**config.mk**
```make
export PLATFORM = sky130hd
export DESIGN_NAME = fifo_rptr_empty_flat
export DESIGN_NICKNAME = d
export VERILOG_FILES = /design/src/rtl/fifo_rptr_empty_if.sv /design/src/rtl/fifo_rptr_empty.sv /design/src/flat_wrapper.sv
export SDC_FILE = /design/constraint.sdc
export NUM_CORES = 1
export LEC_CHECK = 0
export BUFFER_PORTS_ARGS = -buffer_cell sky130_fd_sc_hd__buf_2
export CORE_MARGIN = 8
export CORE_UTILIZATION = 55
export CTS_CLUSTER_DIAMETER = 30
export DETAILED_ROUTE_END_ITERATION = 10
export PLACE_DENSITY = 0.83
export RECOVER_POWER = 25
export SETUP_SLACK_MARGIN = 0.15
export SLEW_MARGIN = 20
export SYNTH_ARGS = -nofsm -noshare
export SYNTH_HDL_FRONTEND = slang
export SYNTH_SLANG_ARGS = --single-unit
```
**constraint.sdc**
```tcl
create_clock -name rclk -period 5.62 [get_ports rclk]
set_input_delay 0.843 -clock rclk [delete_from_list [all_inputs] [get_ports rclk]]
set_output_delay 0.843 -clock rclk [all_outputs]
set_load 0.005 [all_outputs]
```
**src/rtl/fifo_rptr_empty_if.sv**
```systemverilog
// Read-side handshake and status bundle of the async FIFO pointer/status stage.
interface fifo_rptr_empty_if #(
  parameter int unsigned ASIZE = 4
);
  logic             rinc;
  logic [ASIZE:0]   rq2_wptr;
  logic             runderflow_clr;
  logic [ASIZE-1:0] raddr;
  logic [ASIZE:0]   rptr;
  logic             rempty;
  logic             ralmost_empty;
  logic [ASIZE:0]   rlevel;
  logic             runderflow;

  modport master (
    output rinc, rq2_wptr, runderflow_clr,
    input  raddr, rptr, rempty, ralmost_empty, rlevel, runderflow
  );

  modport slave (
    input  rinc, rq2_wptr, runderflow_clr,
    output raddr, rptr, rempty, ralmost_empty, rlevel, runderflow
  );
endinterface

```
**src/rtl/fifo_rptr_empty.sv**
```systemverilog
// Read-domain pointer/status stage: binary+Gray read pointer, registered empty,
// almost-empty, fill level and sticky underflow, all clocked by rclk.
module fifo_rptr_empty #(
  parameter int unsigned ASIZE     = 4,
  parameter int unsigned AE_THRESH = 2
) (
  input logic              rclk,
  input logic              rrst_n,
  fifo_rptr_empty_if.slave rif
);
  localparam int unsigned PW = ASIZE + 1;

  logic [PW-1:0] rbin_q, rbin_d;
  logic [PW-1:0] rgray_q, rgray_d;
  logic [PW-1:0] rlevel_q, rlevel_d;
  logic [PW-1:0] wbin_c;
  logic          rempty_q, rempty_d;
  logic          ralmost_q, ralmost_d;
  logic          runder_q, runder_d;
  logic          pop_c;

  // Next pointer, level and flags are all derived from the post-pop pointer so
  // the flags change on the same edge the pointer advances.
  always_comb begin
    pop_c     = 1'b0;
    rbin_d    = rbin_q;
    rgray_d   = rgray_q;
    wbin_c    = '0;
    rlevel_d  = '0;
    rempty_d  = 1'b1;
    ralmost_d = 1'b1;
    runder_d  = runder_q;

    pop_c   = rif.rinc & ~rempty_q;
    rbin_d  = rbin_q + PW'(pop_c);
    rgray_d = (rbin_d >> 1) ^ rbin_d;

    // Gray-to-binary: each binary bit is the XOR of all Gray bits at and above it.
    for (int unsigned i = 0; i < PW; i++) begin
      wbin_c[i] = ^(rif.rq2_wptr >> i);
    end

    rlevel_d  = wbin_c - rbin_d;
    rempty_d  = (rgray_d == rif.rq2_wptr);
    ralmost_d = (rlevel_d <= PW'(AE_THRESH));
    runder_d  = (rif.rinc & rempty_q) | (runder_q & ~rif.runderflow_clr);
  end

  always_ff @(posedge rclk or negedge rrst_n) begin
    if (!rrst_n) begin
      rbin_q    <= '0;
      rgray_q   <= '0;
      rlevel_q  <= '0;
      rempty_q  <= 1'b1;
      ralmost_q <= 1'b1;
      runder_q  <= 1'b0;
    end else begin
      rbin_q    <= rbin_d;
      rgray_q   <= rgray_d;
      rlevel_q  <= rlevel_d;
      rempty_q  <= rempty_d;
      ralmost_q <= ralmost_d;
      runder_q  <= runder_d;
    end
  end

  assign rif.raddr         = rbin_q[ASIZE-1:0];
  assign rif.rptr          = rgray_q;
  assign rif.rempty        = rempty_q;
  assign rif.ralmost_empty = ralmost_q;
  assign rif.rlevel        = rlevel_q;
  assign rif.runderflow    = runder_q;
endmodule
```
**src/flat_wrapper.sv**
```systemverilog
// flat-port wrapper written by rule: the top's interface ports become plain ports
module fifo_rptr_empty_flat 
#(
  parameter int unsigned ASIZE     = 4,
  parameter int unsigned AE_THRESH = 2
)
  (rclk, rrst_n, rif_rinc, rif_rq2_wptr, rif_runderflow_clr, rif_raddr, rif_rptr, rif_rempty, rif_ralmost_empty, rif_rlevel, rif_runderflow);
  fifo_rptr_empty_if #(.ASIZE(ASIZE)) rif_i ();
  input logic rclk;
  input logic rrst_n;
  input wire logic [$bits(rif_i.rinc)-1:0] rif_rinc;
  input wire logic [$bits(rif_i.rq2_wptr)-1:0] rif_rq2_wptr;
  input wire logic [$bits(rif_i.runderflow_clr)-1:0] rif_runderflow_clr;
  output wire logic [$bits(rif_i.raddr)-1:0] rif_raddr;
  output wire logic [$bits(rif_i.rptr)-1:0] rif_rptr;
  output wire logic [$bits(rif_i.rempty)-1:0] rif_rempty;
  output wire logic [$bits(rif_i.ralmost_empty)-1:0] rif_ralmost_empty;
  output wire logic [$bits(rif_i.rlevel)-1:0] rif_rlevel;
  output wire logic [$bits(rif_i.runderflow)-1:0] rif_runderflow;
  assign rif_i.rinc = rif_rinc;
  assign rif_i.rq2_wptr = rif_rq2_wptr;
  assign rif_i.runderflow_clr = rif_runderflow_clr;
  assign rif_raddr = rif_i.raddr;
  assign rif_rptr = rif_i.rptr;
  assign rif_rempty = rif_i.rempty;
  assign rif_ralmost_empty = rif_i.ralmost_empty;
  assign rif_rlevel = rif_i.rlevel;
  assign rif_runderflow = rif_i.runderflow;
  fifo_rptr_empty #(.ASIZE(ASIZE), .AE_THRESH(AE_THRESH)) u_core (.rclk(rclk), .rrst_n(rrst_n), .rif(rif_i));
endmodule
```
# Word-level counts from Yosys, hierarchy flattened
# Index checks and enable logic that the tools add are counted.
# word_totals
regBits	18
inputBits	9
out_inout_bits	17
# op_classes
addsub	2
n_lt_le_gt_ge	1
eq_ne	1
bitwise	7
n_reduce_logical	5
# op_table
op	count
$reduce_xor 5->1	5
$add 5x1->5	1
$eq 5x5->1	1
$le 5x2->1 const B	1
$sub 5x5->5	1
$xor 4x5->5	1
$and 1x1->1	3
$not 1->1	2
$or 1x1->1	1

# Longest topological paths before layout
# logic_depth
depth_word	5
ltp_mapped	11
ltp_nobuf	11

# Worst setup path after synthesis
# Ideal clock, no wire load.
# synth_timing
kind	input to register
start	in rif_rq2_wptr[3]
end	reg u_core.ralmost_q (netlist: u_core.rif.ralmost_empty)
setup_ps	82
arrival_time_ps	2852
t_required_ps	5538
setup_slack_ps	2687
cell_stages	9
n_path_buf	0
cell_sequence	xnor3_2 xor2_2 xor2_1 ha_1 inv_1 ha_1 or4_1 o2111ai_1 nor3_2
# synth_between
elab_chain_cells	3
word_cells_on_any_way	6
cone_classes	1 x add/sub; 1 x order compare; 4 x reduce/logical
# synth_lines
element	line_no	text
from (decl)	flat_wrapper.sv:12	input wire logic [$bits(rif_i.rq2_wptr)-1:0] rif_rq2_wptr;
$reduce_xor 5->1	fifo_rptr_empty.sv:40	wbin_c[i] = ^(rif.rq2_wptr >> i);
$sub 5x5->5 (*)	fifo_rptr_empty.sv:43	rlevel_d = wbin_c - rbin_d;
$le 5x2->1 (*)	fifo_rptr_empty.sv:45	ralmost_d = (rlevel_d <= PW'(AE_THRESH));
net u_core.ralmost_d	fifo_rptr_empty.sv:18	logic ralmost_q, ralmost_d;
to (signal assigned)	fifo_rptr_empty.sv:62	ralmost_q <= ralmost_d;
to (decl)	fifo_rptr_empty.sv:18	
# The timed path passes the listed nets; every way through them passes the cells marked *.

# Final worst setup path
# Ends and elaborated chain as after synthesis.

==> reports/summary.md <==
* 138 — number of fillers in the final layout
* 0 — initial antenna violation count
* 3520 um — global-route wire length before repair
* 560 ps — largest incremental delay on the critical path
* 17 — total clock sinks
* 737 — routed vias
* 0 — cts hold-fix bufs
* no — unrepaired setup endpoints after global routing
* clkbuf_4 — root buffer cell
* dfrtp_1 — leading area contributor after synthesis
* 0.583 — initial standard-cell utilization of the core
* finished, final reports clean — run status
* 782 — number of global-route vias before repair
* 26 — Boundary Pins
* 0.373 — fraction of post-synthesis cell area in the top cell type by area
* 0 — count of final hold-check violations
* 0 — number of warnings reported in the yosys synthesis log
* dfrtp_1, xor2_1, ha_1 — cell types with the largest area share after synthesis
* 324 uV — worst-case vdd ir drop
* 438 uW — internal power component
* 0.082 — clock network power share
* 0.541 — Tcrit/Tclk final
* ha_1 — Top cell by count, worst path
* 290 ps — Skew-Pair Late Insertion Delay
* 0.000576 uW — static leakage power
* 37 — count of distinct cell types in the synthesized netlist
* 15.0 um — detailed-route wire length per cell
* 0 — count of flip-flops with a built-in enable after synthesis
* 3450 um2 — die outline area
* 90 ps — register clock-pin slew on the reported worst setup and hold paths
* 25 — count of port buffers added during placement
* 0.638 — relative contribution of combinational cells to total power
* 789 uW — post-route total power
* 0.406 — max_slew headroom
* 5 — largest driver fanout on the critical path
* 0 — number of nets with antenna violations after routing
* dfrtp_1 — Primary FF master, synth
* primary input — Worst setup SP type
* flip-flop — Worst Setup End Kind
* 4 — first-pass iteration count of the detailed router
* 890 ps — Least-Margin Pin Slew
* 5.38 — vias per cell
* 0.810 — final estimated routing congestion in global placement
* 1650 um — total half-perimeter wirelength after legalization and detailed placement
* 9 — DRT iter0 DRCs
* 1730 um2 — core region area
* 0 — final count of pins violating max slew
* 17.7% — Syn-to-layout area delta
* 5.28 ps — Worst Clk Skew
* XOR/XNOR gates — CP delay by family, top
* 12.0 um2 — Mean Syn Cell Area
* 329 MHz — Max Clk Rate
* 351 uW — Sw Pwr
* 58.8 um — die span in x
* 2 — number of buffer and inverter instances along the worst setup path
* 1 — Clock H-tree levels
* reg -> reg — worst hold path class
* dfrtp_1, xor2_1, inv_1 — most used standard cells in the synthesized netlist
* 84 — number of instances in the synthesized netlist
* 0.445 — proportion of total power due to net switching
* in -> reg — class of the most critical setup path
* 15 — Cell Rows
* 0 — maximum capacitance violations
* 18 — largest net degree at the start of global routing
* 0 — number of antenna diodes
* 0 — CTS resizes
* 0 — final routed DRC violation total
* 17 — FF+latch count, synth
* 1.00 — fraction of registers with async set or reset after synthesis
* buf_2 > xnor3_2 > xor2_2 > xor2_1 > ha_1 > inv_1 > ha_1 > or4_1 > o2111ai_1 > nor3_2 — crit-path cells
* 0 — Post CTS Setup Buffer Count
* 3260 ps — data arrival time at the worst-slack endpoint
* 127 — net count reported at finish
* 3 — Inserted Clock Buffers
* or4_1 — standard cell with the maximum stage delay on the critical path
* 3040 ps — final critical-path required period
* dfrtp_1 — most common cell in the netlist
* 0.133 — global router's overall resource usage
* 2050 um — sum of routed wire length over all layers
* 2 — buffer depth of the longest clock path
* 0 ps — aggregate negative setup slack
* 5840 ps — worst path required time
* done — TritonCTS clock tree
* 98 — post-synthesis net count
* 58.8 um — die height
* 0.375 — layout cells sized above 1
* 1010 um2 — total standard cell area after synthesis
* 0 — final setup vio count
* 0 — aggregate global routing overflow
* 666 nW/um2 — power density of the placed cells
* 0.280 — sequential group share of total power
* 0.425 — proportion of synthesized chip area in sequential cells
-- power groups by stage --
stage	clock network, uW	logic [uW]	registers [uW]
3_3_place_gp	0	485	220
2_1_floorplan	0	352	231
4_1_cts	67.3	504	221
3_5_place_dp	0	501	224
5_1_grt	70.2	558	229
6_report	64.7	503	221
-- cell usage in the layout, fill, tap and decap left out, drive strengths merged, types with 2 or more instances in the layout --
master,instances
buf,24
dfrtp,15
xor2,12
inv,8
nand2,5
ha,5
xnor2,5
clkbuf,5
nor2,4
nand3,2
nor3b,2
dfstp,2
xnor3,2
or2,2
-- metal layers --
layer,share of wire,GRT usage,vias to the layer above
li1,-,-,346
met1,0.41,0.141,361
met2,0.49,0.227,25
met3,0.063,0.0304,5
met4,0.032,0.0922,0
met5,0,0,-
-- cells by family after synthesis --
kind of cell,share of synthesized area
and+or+nand+nor,0.119
xor gates and xnor gates,0.243
DFF,0.425
AOI/OAI and AO/OA,0.117
adders and majority gates,0.0622
buffers and inverters,0.0336
-- flip-flops by register name, indices dropped and copies added, names as in the netlist --
name and flops:
u_core.rif.rlevel 5, u_core.rif.ralmost_empty 1, u_core.rif.rptr 4, u_core.rif.rempty 1
u_core.rif.runderflow 1, u_core.rbin_q 5
-- path summary, 6_finish.rpt --
check                                            from                       end  slack, ps  cells after the start
worst min register to register  u_core.rif.runderflow     u_core.rif.runderflow        540                      2
worst min-delay path            u_core.rif.runderflow     u_core.rif.runderflow        540                      2
worst max register to register      u_core.rif.rempty  u_core.rif.ralmost_empty       2820                     11
min in group asynchronous                      rrst_n          u_core.rbin_q[1]        640                      1
max in group asynchronous                      rrst_n      u_core.rif.rlevel[2]       4430                      1
worst max-delay path                  rif_rq2_wptr[3]  u_core.rif.ralmost_empty       2580                     10
-- worst register-to-register path, stage by stage, from the launching register on --
cell and delay (ps):
dfstp_2 550, nor2b_1 50, ha_1 200, ha_1 230
xor2_2 320, inv_1 130, ha_1 290, a21boi_0 240
inv_1 100, a221oi_2 260, o2111ai_1 200, nor3_2 150
-- area by class of cell --
class,instances,area (um2),share of cell area
inverters,8,30.0,0.0254
multi-input cells,58,544,0.460
repair buffers,25,124,0.105
well taps,25,31.3,0.0264
clock buffers,4,26.3,0.0222
flip-flops and latches,17,428,0.362
-- stage by stage --
step	util	cell area, um2	hold slack [ps]	worst slack, ps	cells
3_3_place_gp	0.671	1160	523	2310	133
4_1_cts	0.686	1180	448	2580	137
5_1_grt	0.686	1180	599	2360	137
2_1_floorplan	-	1010	514	2690	84
6_report	0.686	1180	545	2580	137
3_5_place_dp	0.671	1160	533	2270	133
No activity file was read; power rests on OpenSTA's default activity.
